### config.mk
export PLATFORM = sky130hd
export DESIGN_NAME = soc_uart_tx_flat
export DESIGN_NICKNAME = d
export VERILOG_FILES = /design/src/rtl/soc_uart_tx_if.sv /design/src/rtl/soc_uart_tx.sv /design/src/flat_wrapper.sv
export SDC_FILE = /design/constraint.sdc
export NUM_CORES = 1
export LEC_CHECK = 0
export ABC_CLOCK_PERIOD_IN_PS = 8470
export CAP_MARGIN = 10
export CORE_ASPECT_RATIO = 0.8
export CORE_MARGIN = 1
export CORE_UTILIZATION = 25
export CTS_CLUSTER_DIAMETER = 60
export DETAILED_ROUTE_END_ITERATION = 8
export SLEW_MARGIN = 5
export SYNTH_ARGS = -nofsm -noshare
export SYNTH_HDL_FRONTEND = slang
export SYNTH_SLANG_ARGS = --single-unit
export TNS_END_PERCENT = 100
### constraint.sdc
create_clock -name clk_i -period 8.47 [get_ports clk_i]
set_input_delay 1.694 -clock clk_i [delete_from_list [all_inputs] [get_ports clk_i]]
set_output_delay 1.694 -clock clk_i [all_outputs]
set_load 0.005 [all_outputs]
### src/rtl/soc_uart_tx_if.sv
// Byte push handshake between a producer and the UART transmitter FIFO.
// The producer owns data/valid; the transmitter answers with ready.
interface soc_uart_tx_if;
   logic [7:0] tx_data_i;
   logic       tx_valid_i;
   logic       tx_ready_o;

   modport master (
      output tx_data_i,
      output tx_valid_i,
      input  tx_ready_o
   );

   modport slave (
      input  tx_data_i,
      input  tx_valid_i,
      output tx_ready_o
   );
endinterface

### src/rtl/soc_uart_tx.sv
// UART transmitter: byte FIFO feeding an 8N1/8E1/8O1/8N2 serializer with runtime baud divider.
// Line configuration is sampled once per frame, at the moment the head byte is popped.
module soc_uart_tx #(
   parameter int FIFO_DEPTH = 8,
   parameter int DIV_W      = 16
) (
   input  logic                          clk_i,
   input  logic                          reset_ni,
   input  logic [DIV_W-1:0]              baud_div_i,
   input  logic                          parity_en_i,
   input  logic                          parity_odd_i,
   input  logic                          stop2_i,
   soc_uart_tx_if.slave                  tx_bus,
   output logic                          tx_o,
   output logic                          busy_o,
   output logic [$clog2(FIFO_DEPTH):0]   fifo_level_o
);
   localparam int PTR_W = $clog2(FIFO_DEPTH);
   localparam int CNT_W = DIV_W + 1;
   localparam logic [PTR_W:0] FULL_LVL = (PTR_W+1)'(FIFO_DEPTH);

   typedef enum logic [2:0] {IDLE, START, DATA, PARITY, STOP} state_t;

   logic [7:0]       mem [FIFO_DEPTH];
   logic [PTR_W-1:0] wr_ptr_reg, rd_ptr_reg;
   logic [PTR_W:0]   level_reg;

   state_t           state_reg, state_next;
   logic [CNT_W-1:0] cnt_reg, cnt_next;
   logic [CNT_W-1:0] div_reg, div_next;
   logic [2:0]       bit_reg, bit_next;
   logic [7:0]       shift_reg, shift_next;
   logic             tx_reg, tx_next;
   logic             par_bit_reg, par_bit_next;
   logic             par_en_reg, par_en_next;
   logic             stop2_reg, stop2_next;

   logic             push, start_req;
   logic [7:0]       head;
   logic [CNT_W-1:0] eff_div, stop_load;

   assign tx_bus.tx_ready_o = (level_reg != FULL_LVL);
   assign push              = tx_bus.tx_valid_i && tx_bus.tx_ready_o;
   assign head              = mem[rd_ptr_reg];

   // A zero divider would never let a bit end, so it is promoted to one cycle per bit.
   assign eff_div   = (baud_div_i == '0) ? CNT_W'(1) : {1'b0, baud_div_i};
   assign stop_load = stop2_reg ? ({div_reg[CNT_W-2:0], 1'b0} - CNT_W'(1))
                                : (div_reg - CNT_W'(1));

   assign tx_o         = tx_reg;
   assign busy_o       = (state_reg != IDLE);
   assign fifo_level_o = level_reg;

   always_comb begin
      state_next   = state_reg;
      cnt_next     = (cnt_reg == '0) ? cnt_reg : cnt_reg - CNT_W'(1);
      div_next     = div_reg;
      bit_next     = bit_reg;
      shift_next   = shift_reg;
      tx_next      = tx_reg;
      par_bit_next = par_bit_reg;
      par_en_next  = par_en_reg;
      stop2_next   = stop2_reg;
      start_req    = 1'b0;

      case (state_reg)
         IDLE: begin
            tx_next   = 1'b1;
            start_req = (level_reg != '0);
         end
         START: begin
            if (cnt_reg == '0) begin
               state_next = DATA;
               cnt_next   = div_reg - CNT_W'(1);
               bit_next   = '0;
               tx_next    = shift_reg[0];
            end
         end
         DATA: begin
            if (cnt_reg == '0) begin
               cnt_next = div_reg - CNT_W'(1);
               if (bit_reg == 3'd7) begin
                  if (par_en_reg) begin
                     state_next = PARITY;
                     tx_next    = par_bit_reg;
                  end else begin
                     state_next = STOP;
                     tx_next    = 1'b1;
                     cnt_next   = stop_load;
                  end
               end else begin
                  bit_next   = bit_reg + 3'd1;
                  shift_next = {1'b0, shift_reg[7:1]};
                  tx_next    = shift_reg[1];
               end
            end
         end
         PARITY: begin
            if (cnt_reg == '0) begin
               state_next = STOP;
               tx_next    = 1'b1;
               cnt_next   = stop_load;
            end
         end
         STOP: begin
            // Chain straight into the next start bit when more data is queued.
            if (cnt_reg == '0) begin
               if (level_reg != '0) start_req = 1'b1;
               else                 state_next = IDLE;
            end
         end
         default: state_next = IDLE;
      endcase

      if (start_req) begin
         state_next   = START;
         cnt_next     = eff_div - CNT_W'(1);
         div_next     = eff_div;
         par_en_next  = parity_en_i;
         stop2_next   = stop2_i;
         par_bit_next = ^head ^ parity_odd_i;
         shift_next   = head;
         tx_next      = 1'b0;
      end
   end

   always_ff @(posedge clk_i or negedge reset_ni) begin
      if (!reset_ni) begin
         state_reg   <= IDLE;
         cnt_reg     <= '0;
         div_reg     <= CNT_W'(1);
         bit_reg     <= '0;
         shift_reg   <= '0;
         tx_reg      <= 1'b1;
         par_bit_reg <= 1'b0;
         par_en_reg  <= 1'b0;
         stop2_reg   <= 1'b0;
         wr_ptr_reg  <= '0;
         rd_ptr_reg  <= '0;
         level_reg   <= '0;
      end else begin
         state_reg   <= state_next;
         cnt_reg     <= cnt_next;
         div_reg     <= div_next;
         bit_reg     <= bit_next;
         shift_reg   <= shift_next;
         tx_reg      <= tx_next;
         par_bit_reg <= par_bit_next;
         par_en_reg  <= par_en_next;
         stop2_reg   <= stop2_next;
         if (push)      wr_ptr_reg <= wr_ptr_reg + PTR_W'(1);
         if (start_req) rd_ptr_reg <= rd_ptr_reg + PTR_W'(1);
         case ({push, start_req})
            2'b10:   level_reg <= level_reg + (PTR_W+1)'(1);
            2'b01:   level_reg <= level_reg - (PTR_W+1)'(1);
            default: level_reg <= level_reg;
         endcase
      end
   end

   // Storage carries no reset so it can map onto distributed/block RAM.
   always_ff @(posedge clk_i) begin
      if (push) mem[wr_ptr_reg] <= tx_bus.tx_data_i;
   end
endmodule
### src/flat_wrapper.sv
// flat-port wrapper written by rule: the top's interface ports become plain ports
module soc_uart_tx_flat 
#(
   parameter int FIFO_DEPTH = 8,
   parameter int DIV_W      = 16
)
  (clk_i, reset_ni, baud_div_i, parity_en_i, parity_odd_i, stop2_i, tx_o, busy_o, fifo_level_o, tx_bus_tx_data_i, tx_bus_tx_valid_i, tx_bus_tx_ready_o);
  soc_uart_tx_if tx_bus_i ();
  input  logic clk_i;
  input  logic reset_ni;
  input  logic [DIV_W-1:0] baud_div_i;
  input  logic parity_en_i;
  input  logic parity_odd_i;
  input  logic stop2_i;
  output logic tx_o;
  output logic busy_o;
  output logic [$clog2(FIFO_DEPTH):0] fifo_level_o;
  input wire logic [$bits(tx_bus_i.tx_data_i)-1:0] tx_bus_tx_data_i;
  input wire logic [$bits(tx_bus_i.tx_valid_i)-1:0] tx_bus_tx_valid_i;
  output wire logic [$bits(tx_bus_i.tx_ready_o)-1:0] tx_bus_tx_ready_o;
  assign tx_bus_i.tx_data_i = tx_bus_tx_data_i;
  assign tx_bus_i.tx_valid_i = tx_bus_tx_valid_i;
  assign tx_bus_tx_ready_o = tx_bus_i.tx_ready_o;
  soc_uart_tx #(.FIFO_DEPTH(FIFO_DEPTH), .DIV_W(DIV_W)) u_core (.clk_i(clk_i), .reset_ni(reset_ni), .baud_div_i(baud_div_i), .parity_en_i(parity_en_i), .parity_odd_i(parity_odd_i), .stop2_i(stop2_i), .tx_bus(tx_bus_i), .tx_o(tx_o), .busy_o(busy_o), .fifo_level_o(fifo_level_o));
endmodule
== Word-level counts from Yosys, hierarchy flattened ==
Memory sizes are Yosys's and may differ from the RTL's.
Index checks and enable logic that the tools add are counted.
Widths: inputs -> output; s select.

* Equal/unequal tests: 19
* $add $sub $neg: 9
* Reduce and logical (&&, ||, !) cells: 16
* Mux-type cells: 40
* Bitwise logic cells: 1

{| class="wikitable"
|+ Operators with widths
! operator !! number
|-
| $mux 17 || 8
|-
| $sub 17x1->17 const B || 4
|-
| $pmux 17 s3 || 1
|-
| $mux 3 || 11
|-
| $mux 8 || 4
|-
| $logic_not 17->1 || 1
|-
| $logic_not 16->1 || 1
|-
| $mux 16 || 1
|-
| $ne 3x1->1 const B || 5
|-
| $pmux 3 s5 || 1
|-
| $mux 1 || 10
|-
| $add 3x1->3 const B || 3
|-
| $ne 2x1->1 const B || 4
|-
| $pmux 4 s2 || 1
|-
| $reduce_and 4->1 || 2
|-
| $reduce_bool 2->1 || 4
|-
| $reduce_xor 8->1 || 1
|-
| $reduce_and 7->1 || 1
|-
| $eq 3x2->1 const B || 2
|-
| $eq 3x3->1 const B || 2
|-
| $pmux 3 s2 || 1
|-
| $reduce_bool 5->1 || 1
|-
| $add 4x1->4 const B || 1
|-
| $ne 4x4->1 const B || 1
|-
| 14 further kinds || 14
|}

* Output and inout bits: 7
* Flip-flop bits (word level): 62
* Memory bits (writable): 64
* Memories: 1
* Bits of input ports: 30
* Word-level logic and storage cells: 98

{| class="wikitable"
|+ Memories
! memory !! depth !! bits a word !! read ports !! clocked after Yosys merged registers in !! write ports !! line !! source
|-
| u_core.mem || 8 || 8 || 1 || 0 || 1 || soc_uart_tx.sv:24 || <nowiki>logic [7:0] mem [FIFO_DEPTH];</nowiki>
|}

== Logic depth before layout (Yosys ltp) ==
Gate-level depths: netlist (run 1).

* Word-level depth: 7
* Gate-level depth with buffers: 15

== Worst setup path before layout (run 1) ==
OpenSTA, ideal clock, no wires.

* Path kind: input port to flip-flop
* Start: input baud_div_i[9]
* End: register u_core.cnt_reg[14]
* Path buffers: 0
* Stages on the path: 12
* Setup time: 82 ps
* Setup slack: 4602 ps
* Data required time: 8388 ps
* Data arrival time: 3786 ps
* Path through: or4_1 > or4_1 > nor2_1 > and2_1 > nor2_1 > ha_1 > nand2_1 > nor3_1 > nand2_1 > xnor2_1 > nor2_1 > a31oi_1

* Cells in the longest elaborated chain, start to end: 4

{| class="wikitable"
|+ Ends and longest elaborated chain
! element !! line !! source
|-
| start, declared || flat_wrapper.sv:11 || <nowiki>input logic [DIV_W-1:0] baud_div_i;</nowiki>
|-
| $logic_not 16->1 || soc_uart_tx.sv:47 || <nowiki>assign eff_div = (baud_div_i == '0) ? CNT_W'(1) : {1'b0, baud_div_i};</nowiki>
|-
| $mux 16 * || soc_uart_tx.sv:47 ||
|-
| $sub 17x1->17 * || soc_uart_tx.sv:118 || <nowiki>cnt_next = eff_div - CNT_W'(1);</nowiki>
|-
| $mux 17 * || soc_uart_tx.sv:116 || <nowiki>if (start_req) begin</nowiki>
|-
| net u_core.cnt_next[14] || soc_uart_tx.sv:29 || <nowiki>logic [CNT_W-1:0] cnt_reg, cnt_next;</nowiki>
|-
| end signal, assigned || soc_uart_tx.sv:144 || <nowiki>cnt_reg <= cnt_next;</nowiki>
|-
| end, declared || soc_uart_tx.sv:29 ||
|}

The timed path passes the listed nets; every way through them passes the cells marked *.
A chain may end at the register's enable or synchronous reset.

== Worst setup path in the final report (run 1) ==
* Start: input baud_div_i[8]
* End: register u_core.cnt_reg[14]

Same word-level chain as after synthesis.

==> impl_metrics.tcl, run 1 <==
set metrics [dict create \
    r2r-start "u_core.state_reg[0]" \
    ys_types 68 \
    setup_slack_ns 4.10 \
    synth_top_family_by_area "simple AND/OR/NAND/NOR gates" \
    wl_per_cell_um 15.8 \
    hold_path.class "reg -> reg" \
    muxShareOfSynthArea_pct 7.03 \
    crit_required_ns 8.81 \
    antenna_found_initial 0 \
    max_cap_viol_count 0 \
    syn_area_sq_mm 0.00678 \
    grt_pass1_vias 4706 \
    yosysMostFrequentCell "nand2_1" \
    clock_sinks 125 \
    htree_levels 4 \
    crit_path_frequent_cell "nor2_1" \
    yosys.area.top_type "edfxtp_1" \
    finClkSkew_ns 0.00878 \
    clk_path_buf_depth 2 \
    drc 0 \
    die_area_sq_mm 0.0278 \
    postCtsHoldBufs 0 \
    critPathKind "in -> reg" \
    overflow 0 \
    final-setup-viol-count 0 \
    synth_top_area_share_pct 28.4 \
    powerDensity_mw_per_mm2 243 \
    area_delta_synth_final_pct 19.8 \
    slew_violations 0 \
    postCtsSetupBuffers 0 \
    cts_made_buffers 17 \
    cts_tree "done" \
    startpoint "baud_div_i[8]" \
    grt_pass1_wl_mm 26.4 \
    fin_setup_tns_ns 0 \
    core-area_sq_mm 0.0265 \
    diodes 0 \
    grtUsageTotal_pct 12.4 \
    worstSkewPairLatency_ns 0.42 \
    io-pin-count 37 \
    placementRows 53 \
    ys.flop_type "edfxtp_1" \
    drt_iter0_drc 403 \
    syn_area_per_cell_sq_um 10.8 \
    cp.arrival_ns 4.71 \
    largest_reg_flops 64 \
    ctsResizeCount 0 \
    grt_max_degree 62 \
    fmax_mhz 229 \
    syn_inst 627 \
    power_leakage_nw 2.91 \
    drtPass1Iterations 5 \
    cts_root_buffer "clkbuf_16" \
    port_buffers 36 \
    synth-async-reset-ratio_pct 48.8 \
    synth_xor_area_share_pct 5.30 \
    die_width_um 186 \
    drive_above_1_share_pct 12.3 \
    max_slew.worst_pin.slew_ns 0.995 \
    synth-simple-area-share_pct 16.7 \
    slew_headroom_pct 33.3 \
    synthTopCellsByArea "edfxtp_1, dfrtp_1, mux4_2, nand2_1, xnor2_1" \
    fillCellCount 2690 \
    synth_compound_area_share_pct 14.4 \
    fin_area_sq_mm 0.00812 \
    synth-edff-count 64 \
    final_hold_viol_count 0 \
    dpl_cell_area_sq_mm 0.00747 \
    gp_congestion 0.824 \
    synth_fa_ha_area_share_pct 2.33 \
    slowest_stage "or4_1" \
    vias 4877 \
    synth-seq-cells 125 \
    seq_area_frac_synth_pct 50.9 \
    crit_chain "clkdlybuf4s50_1, or4_1, or4_1, nor2_1, and2_1, nor2_1, ha_1, nand2_1, nor3_1, nand2_1, xnor2_1, nor2_1, a31oi_1" \
    dp_hpwl_mm 10.9 \
    outcome "completed" \
    critPathMaxStageDelay_ns 0.60 \
    die_y_um 149 \
    postRouteAntennaNets 0 \
    period_minus_slack_ns 4.37 \
    peakVddDrop_v 0.000159 \
    ys_warn_count 0 \
    cp-start-kind "primary input" \
    initial_core_util_pct 25.6 \
    place_ws_ns 3.71 \
    via_per_inst 4.76 \
    fin_crit_sh_pct 51.6 \
    endpoint_kind "flip-flop" \
    routed_wl_mm 16.2 \
    syn-num-nets 669 \
    rsz0062_at_grt "no" \
    hp-start "u_core.par_bit_reg" \
    clkTransAtPathRegs_ns 0.06 \
    crit_fanout 6 \
    synth.top_cells.by_count "nand2_1, edfxtp_1, dfrtp_1" \
    finalNetCount 697 \
]
-- kinds of logic (layout without fill, tap and decap cells) --
logic type | Yosys count | count (layout)
adder cells (fa/ha/maj) | 12 | 12
AND/OR/NAND/NOR | 229 | 229
AO/OA/AOI/OAI | 146 | 146
XOR/XNOR | 41 | 41
buffers and inverters | 47 | 88
flip-flops | 125 | 125
multiplexers | 27 | 27
-- placed cells by master (no fill, tap or decap), types with 6 or more instances in the layout --
cell,netlist,routed
mux2i_1,8,8
xor2_1,14,14
or3_1,7,7
o21a_1,6,6
clkbuf_16,0,17
o21ai_0,20,20
nor2b_1,8,8
mux4_2,16,16
a211oi_1,7,7
inv_1,14,14
nor3_1,24,21
nor2_1,52,52
nand2_1,88,88
ha_1,11,11
a21o_1,6,6
o22ai_1,8,8
xnor2_1,27,27
nand2b_1,9,9
a21oi_1,33,33
nand3_1,11,11
o21ai_1,14,14
dfrtp_1,59,59
clkdlybuf4s50_1,0,35
a31oi_1,6,6
nor4_1,9,8
edfxtp_1,64,64
-- power by group --
group	total [W]	leakage [nW]	switching, W	internal (W)
registers	0.000831	1.30	0.0000905	0.000740
logic	0.000338	1.30	0.000171	0.000167
clock network	0.000806	0.312	0.000275	0.000532
total	0.00197	2.91	0.000537	0.00144
-- metrics by stage --
stage	utilization, %	hold WS [ns]	power [W]	instances
after CTS	30.7	0.491	0.00199	1025
after detailed placement	28.2	0.478	0.00118	993
after global routing	30.7	0.507	0.00206	1025
final	30.7	0.491	0.00197	1025
after floorplan	-	0.456	0.00105	627
after global placement	28.2	0.472	0.00117	993
-- layout make-up --
class	instances	area [sq um]	area share [%]
Clock inverter	13	213	2.62
Sequential cell	125	3450	42.5
Inverter	15	56.3	0.693
Clock buffer	19	443	5.45
Tap cell	357	447	5.50
Multi-Input combinational cell	455	3120	38.4
Timing Repair Buffer	41	393	4.84
-- worst paths after layout --
check / cells after the start / to / slack (ns)
setup / recovery: 13 / u_core.cnt_reg[14] / 4.10
hold / removal: 2 / u_core.par_bit_reg / 0.49
max in group asynchronous: 2 / u_core.div_reg[14] / 6.47
min in group asynchronous: 2 / u_core.div_reg[8] / 1.45
hold reg to reg: 2 / u_core.par_bit_reg / 0.49
setup reg to reg: 11 / u_core.fifo_level_o[3] / 4.93
-- layer usage --
metal	global-route usage, %	up-vias	wire, um
met5	0	-	0
met4	4.30	0	211
met3	2.47	20	656
met2	17.6	132	6930
met1	18.6	2369	8370
li1	-	2356	-
-- worst max-delay path, delay by kind of cell --
kind / cells / cell delay (ns)
buf+inv: 1 / 0.51
xor+xnor: 1 / 0.12
fa+ha+maj: 1 / 0.24
compound gates: 1 / 0.16
simple gates: 9 / 1.98
Note: power is estimated with default switching activity, not from simulation.
==> inputs of run 2 (changes only) <==
ABC_CLOCK_PERIOD_IN_PS = 4000   (was 8470)
clock period = 4 ns   (was 8.47 ns; I/O delays follow)
==> run 2 against run 1 <==
  * Core utilization shrank 0.12 points
  * Clock power increased by 77%
  * Critical path depth is the same
==> impl_metrics.tcl, run 2 (synthesis gave the netlist of run 1 again) <==
set metrics [dict create \
    p_int_w 0.00278 \
    cts_root_buffer "clkbuf_16" \
    cp-start-kind "primary input" \
    setup_slack_ns 0.647 \
    cp.arrival_ns 3.69 \
    area_delta_synth_final_pct 19.4 \
    ctsResizeCount 0 \
    rr_worst_depth 7 \
    critPathKind "in -> reg" \
    crit_path_frequent_cell "nor2_1" \
    drt_iter0_drc 326 \
    final-setup-viol-count 0 \
    r2r-start "u_core.cnt_reg[11]" \
    antenna_found_initial 0 \
    crit_family "simple AND/OR/NAND/NOR gates" \
    critPathMaxStageDelay_ns 0.55 \
    cts_tree "done" \
    grt_pass1_vias 4823 \
    clk_path_buf_depth 2 \
    endpoint_kind "flip-flop" \
    largest_reg_flops 64 \
    peakVddDrop_v 0.000315 \
    r2r-end "u_core.shift_reg[3]" \
    cts_made_buffers 17 \
    clock_sinks 125 \
    final_common_cell "nand2_1" \
    slew_headroom_pct 37.6 \
    initial_core_util_pct 25.6 \
    placementRows 53 \
    drtPass1Iterations 5 \
    core-area_sq_mm 0.0265 \
    startpoint "baud_div_i[11]" \
    fin_crit_sh_pct 83.8 \
    postCtsSetupBuffers 0 \
    path_buf_inv 1 \
    finClkSkew_ns 0.00948 \
    vias 4896 \
    crit_required_ns 4.34 \
    io-pin-count 37 \
    r2r_slack_ns 1.12 \
    outcome "completed" \
    slew_violations 0 \
    htree_levels 4 \
    max_cap_viol_count 0 \
    power_w 0.00390 \
    place_ws_ns 0.225 \
    crit_fanout 5 \
    port_buffers 36 \
    power_frac_seq_pct 44.9 \
    fin_setup_tns_ns 0 \
    hold_path.class "in -> async" \
    grtUsageTotal_pct 12.5 \
    fmax_mhz 298 \
    drive_above_1_share_pct 13.4 \
    die_area_sq_mm 0.0278 \
    dp_hpwl_mm 11.2 \
    rsz0062_at_grt "no" \
    powerDensity_mw_per_mm2 483 \
    finalNetCount 709 \
    grt_pass1_wl_mm 26.6 \
    max_slew.worst_pin.slew_ns 0.929 \
    p_switching_w 0.00113 \
    overflow 0 \
    power_leakage_nw 2.92 \
    die_y_um 149 \
    diodes 0 \
    switching_share_pct 28.9 \
    clkTransAtPathRegs_ns 0.06 \
    slowest_stage "or4_1" \
    wl_per_cell_um 15.6 \
    final_hold_viol_count 0 \
    grt_max_degree 48 \
    drc 0 \
    combPwrFrac_pct 18.5 \
    crit_chain "clkdlybuf4s50_1, or4_1, or4_1, nor2_1, and2_1, nor2_1, ha_1, nand2_1, nor3_1, nand2_1, xnor2_1, nor2_1, a31oi_1" \
    period_minus_slack_ns 3.35 \
    postRouteAntennaNets 0 \
    via_per_inst 4.73 \
    gp_congestion 0.814 \
    worstSkewPairLatency_ns 0.42 \
    postCtsHoldBufs 0 \
    layout_common_cells "nand2_1, edfxtp_1, dfrtp_1" \
    routed_wl_mm 16.1 \
    die_width_um 186 \
    power_frac_clock_pct 36.6 \
]
run 2: metal layers:
layer	part of all wire, %	track usage [%]	wire length (um)	up-vias
li1	-	-	-	2383
met1	49	17.9	7950	2388
met2	45	18.8	7300	110
met3	4.1	2.17	656	15
met4	1.3	4.30	211	0
met5	0	0	0	-
run 2: cell type report:
cell class                      instances  area [sq um]
Clock buffer                           17           425
Clock inverter                         14           123
Fill cell                            2718         18400
Inverter                               15          56.3
Multi-Input combinational cell        455          3100
Sequential cell                       125          3450
Tap cell                              357           447
Timing Repair Buffer                   53           483
run 2: power by group through the flow:
| stage | logic [W] | clock network, W | registers, W |
|---|---|---|---|
| floorplan | 0.000509 | 0 | 0.00171 |
| global placement | 0.000717 | 0 | 0.00177 |
| detailed placement | 0.000727 | 0 | 0.00177 |
| CTS | 0.000732 | 0.00145 | 0.00175 |
| global route | 0.000800 | 0.00152 | 0.00178 |
| finish | 0.000724 | 0.00143 | 0.00175 |
run 2: how the worst max path moves through the flow:
stage                    endpoint  slack (ns)  depth (start not counted)
4_1_cts        u_core.cnt_reg[14]        0.66                         13
6_report       u_core.cnt_reg[14]        0.65                         13
3_3_place_gp   u_core.cnt_reg[14]        0.30                         13
3_5_place_dp   u_core.cnt_reg[14]        0.22                         13
2_1_floorplan  u_core.cnt_reg[14]        1.03                         12
5_1_grt        u_core.cnt_reg[14]        0.43                         13
run 2: metrics by stage:
stage	util, %	cell area, sq um	hold slack, ns	std cells
3_5_place_dp	28.5	7540	0.486	1005
3_3_place_gp	28.5	7540	0.484	1005
6_report	30.6	8090	0.486	1036
4_1_cts	30.6	8090	0.499	1036
5_1_grt	30.6	8090	0.523	1036
2_1_floorplan	-	6780	0.456	627
==> inputs of run 3 (changes only) <==
ABC_CLOCK_PERIOD_IN_PS = 3140   (was 4000)
clock period = 3.14 ns   (was 4 ns; I/O delays follow)
==> run 3 against run 2 <==
  * Final area is 3.4% higher
  * Register-to-register slack got worse by 0.87 ns
  * Cell count rose by 2.9%
  * Critical path depth unchanged
  * Count of clock-buffer cells in the layout up 1
  * Sequential power increased by 27%
  * Non-clock buffer count is 29 higher
  * Hold slack lost 0.34 ns
  * Via count up 2.7%
==> impl_metrics.tcl, run 3 (synthesis gave the netlist of run 1 again) <==
set metrics [dict create \
    outcome "completed" \
    rsz0062_at_grt "no" \
    clock_sinks 125 \
    slew_headroom_pct 56.3 \
    period_minus_slack_ns 2.95 \
    area_delta_synth_final_pct 23.4 \
    worstSkewPairLatency_ns 0.41 \
    die_width_um 186 \
    core-area_sq_mm 0.0265 \
    postRouteAntennaNets 0 \
    endpoint_kind "flip-flop" \
    vias 5028 \
    htree_levels 4 \
    cts_root_buffer "clkbuf_16" \
    rr_worst_depth 11 \
    overflow 0 \
    hold_path.class "in -> async" \
    wl_per_cell_um 15.4 \
    antenna_found_initial 0 \
    peakVddDrop_v 0.000431 \
    dpl_cell_area_sq_mm 0.00776 \
    use_met2_pct 18.4 \
    die_y_um 149 \
    postCtsSetupBuffers 0 \
    powerDensity_mw_per_mm2 618 \
    dp_hpwl_mm 11.5 \
    finClkSkew_ns 0.00550 \
    drc 0 \
    final_hold_viol_count 0 \
    grtUsageTotal_pct 12.7 \
    placementRows 53 \
    holdWs_ns 0.147 \
    clk_path_buf_depth 2 \
    fin_setup_tns_ns 0 \
    fin_area_sq_mm 0.00836 \
    power_leakage_nw 3.09 \
    slew_violations 0 \
    final_common_cell "nand2_1" \
    crit_required_ns 3.47 \
    gp_congestion 0.818 \
    fin_crit_sh_pct 93.9 \
    groute.layer.met1.usage_pct 18.9 \
    grt_max_degree 48 \
    grt-busiest-layer "met1" \
    grt_pass1_vias 4909 \
    routed_wl_mm 16.4 \
    finalNetCount 738 \
    drtPass1Iterations 5 \
    cts_made_buffers 17 \
    crit_fanout 5 \
    fmax_mhz 339 \
    layout_common_cells "nand2_1, edfxtp_1, dfrtp_1" \
    drive_above_1_share_pct 16.9 \
    clkTransAtPathRegs_ns 0.06 \
    largest_reg_flops 64 \
    max_slew.worst_pin.slew_ns 0.650 \
    postCtsHoldBufs 0 \
    via_per_inst 4.72 \
    fillCellCount 2679 \
    diodes 0 \
    drt_iter0_drc 354 \
    cts_tree "done" \
    initial_core_util_pct 25.6 \
    port_buffers 36 \
    io-pin-count 37 \
    r2r-end "u_core.fifo_level_o[3]" \
    r2r-start "u_core.state_reg[1]" \
    r2r_slack_ns 0.25 \
    grt_pass1_wl_mm 27.0 \
    cp-start-kind "primary input" \
    grtUsageMet3_pct 1.90 \
    cp.arrival_ns 3.28 \
    max_cap_viol_count 0 \
    critPathKind "in -> reg" \
    final-setup-viol-count 0 \
    die_area_sq_mm 0.0278 \
]
## run 3: cell count changes in the layout (fill, tap and decap cells not counted), sizes merged
cell      change
clkinv        -1
clkinvlp      -1
bufinv        +2
clkbuf        +1
buf          +29
## run 3: area by class of cell
class | count | area, sq um | share of cell area [%]
Clock buffer | 18 | 429 | 5.13
Tap cell | 357 | 447 | 5.34
Inverter | 15 | 56.3 | 0.673
Multi-Input combinational cell | 455 | 3110 | 37.2
Timing Repair Buffer | 82 | 701 | 8.38
Sequential cell | 125 | 3450 | 41.3
Clock inverter | 14 | 169 | 2.02
## run 3: repair_timing
action	in CTS	in global routing
setup endpoints to repair	0	1
resized for setup	0	1
endpoints found under the hold margin	0	0
## run 3: per-stage QoR
step                      util, %  setup slack (ns)  power [W]  instances
after floorplan                 -             0.196    0.00283        627
after global placement       29.3            -0.175    0.00319       1034
after detailed placement     29.3            -0.238    0.00321       1034
after CTS                    31.6             0.179    0.00521       1066
after global routing         31.6            0.0178    0.00541       1066
final                        31.6             0.190    0.00517       1066
## run 3: worst max path at each step
stage | start | end | slack (ns) | depth (start not counted)
floorplan | u_core.cnt_reg[4] | u_core.fifo_level_o[3] | 0.20 | 14
global placement | baud_div_i[9] | u_core.cnt_reg[14] | -0.17 | 13
detailed placement | baud_div_i[9] | u_core.cnt_reg[14] | -0.24 | 13
CTS | baud_div_i[9] | u_core.cnt_reg[14] | 0.18 | 13
global route | baud_div_i[8] | u_core.cnt_reg[14] | 0.02 | 13
finish | baud_div_i[9] | u_core.cnt_reg[14] | 0.19 | 13
## run 3: routing by layer
metal / up-vias / wire length, um
met5: - / 0
met4: 0 / 267
met3: 22 / 720
met2: 133 / 7100
met1: 2424 / 8350
li1: 2449 / -
## run 3: power by group
part	total (W)	switching, W	internal [W]
Clock	0.00198	0.000736	0.00125
Sequential	0.00223	0.000234	0.00199
Combinational	0.000956	0.000471	0.000485
## run 3: worst max-delay path, cell delays in order
cell             delay [ns]
clkdlybuf4s50_1        0.41
or4_1                  0.55
or4_4                  0.45
nor2_1                 0.15
and2_1                 0.16
nor2_1                 0.06
ha_1                   0.20
nand2_1                0.09
nor3_1                 0.12
nand2_1                0.11
xnor2_1                0.11
nor2_1                 0.06
a31oi_1                0.17
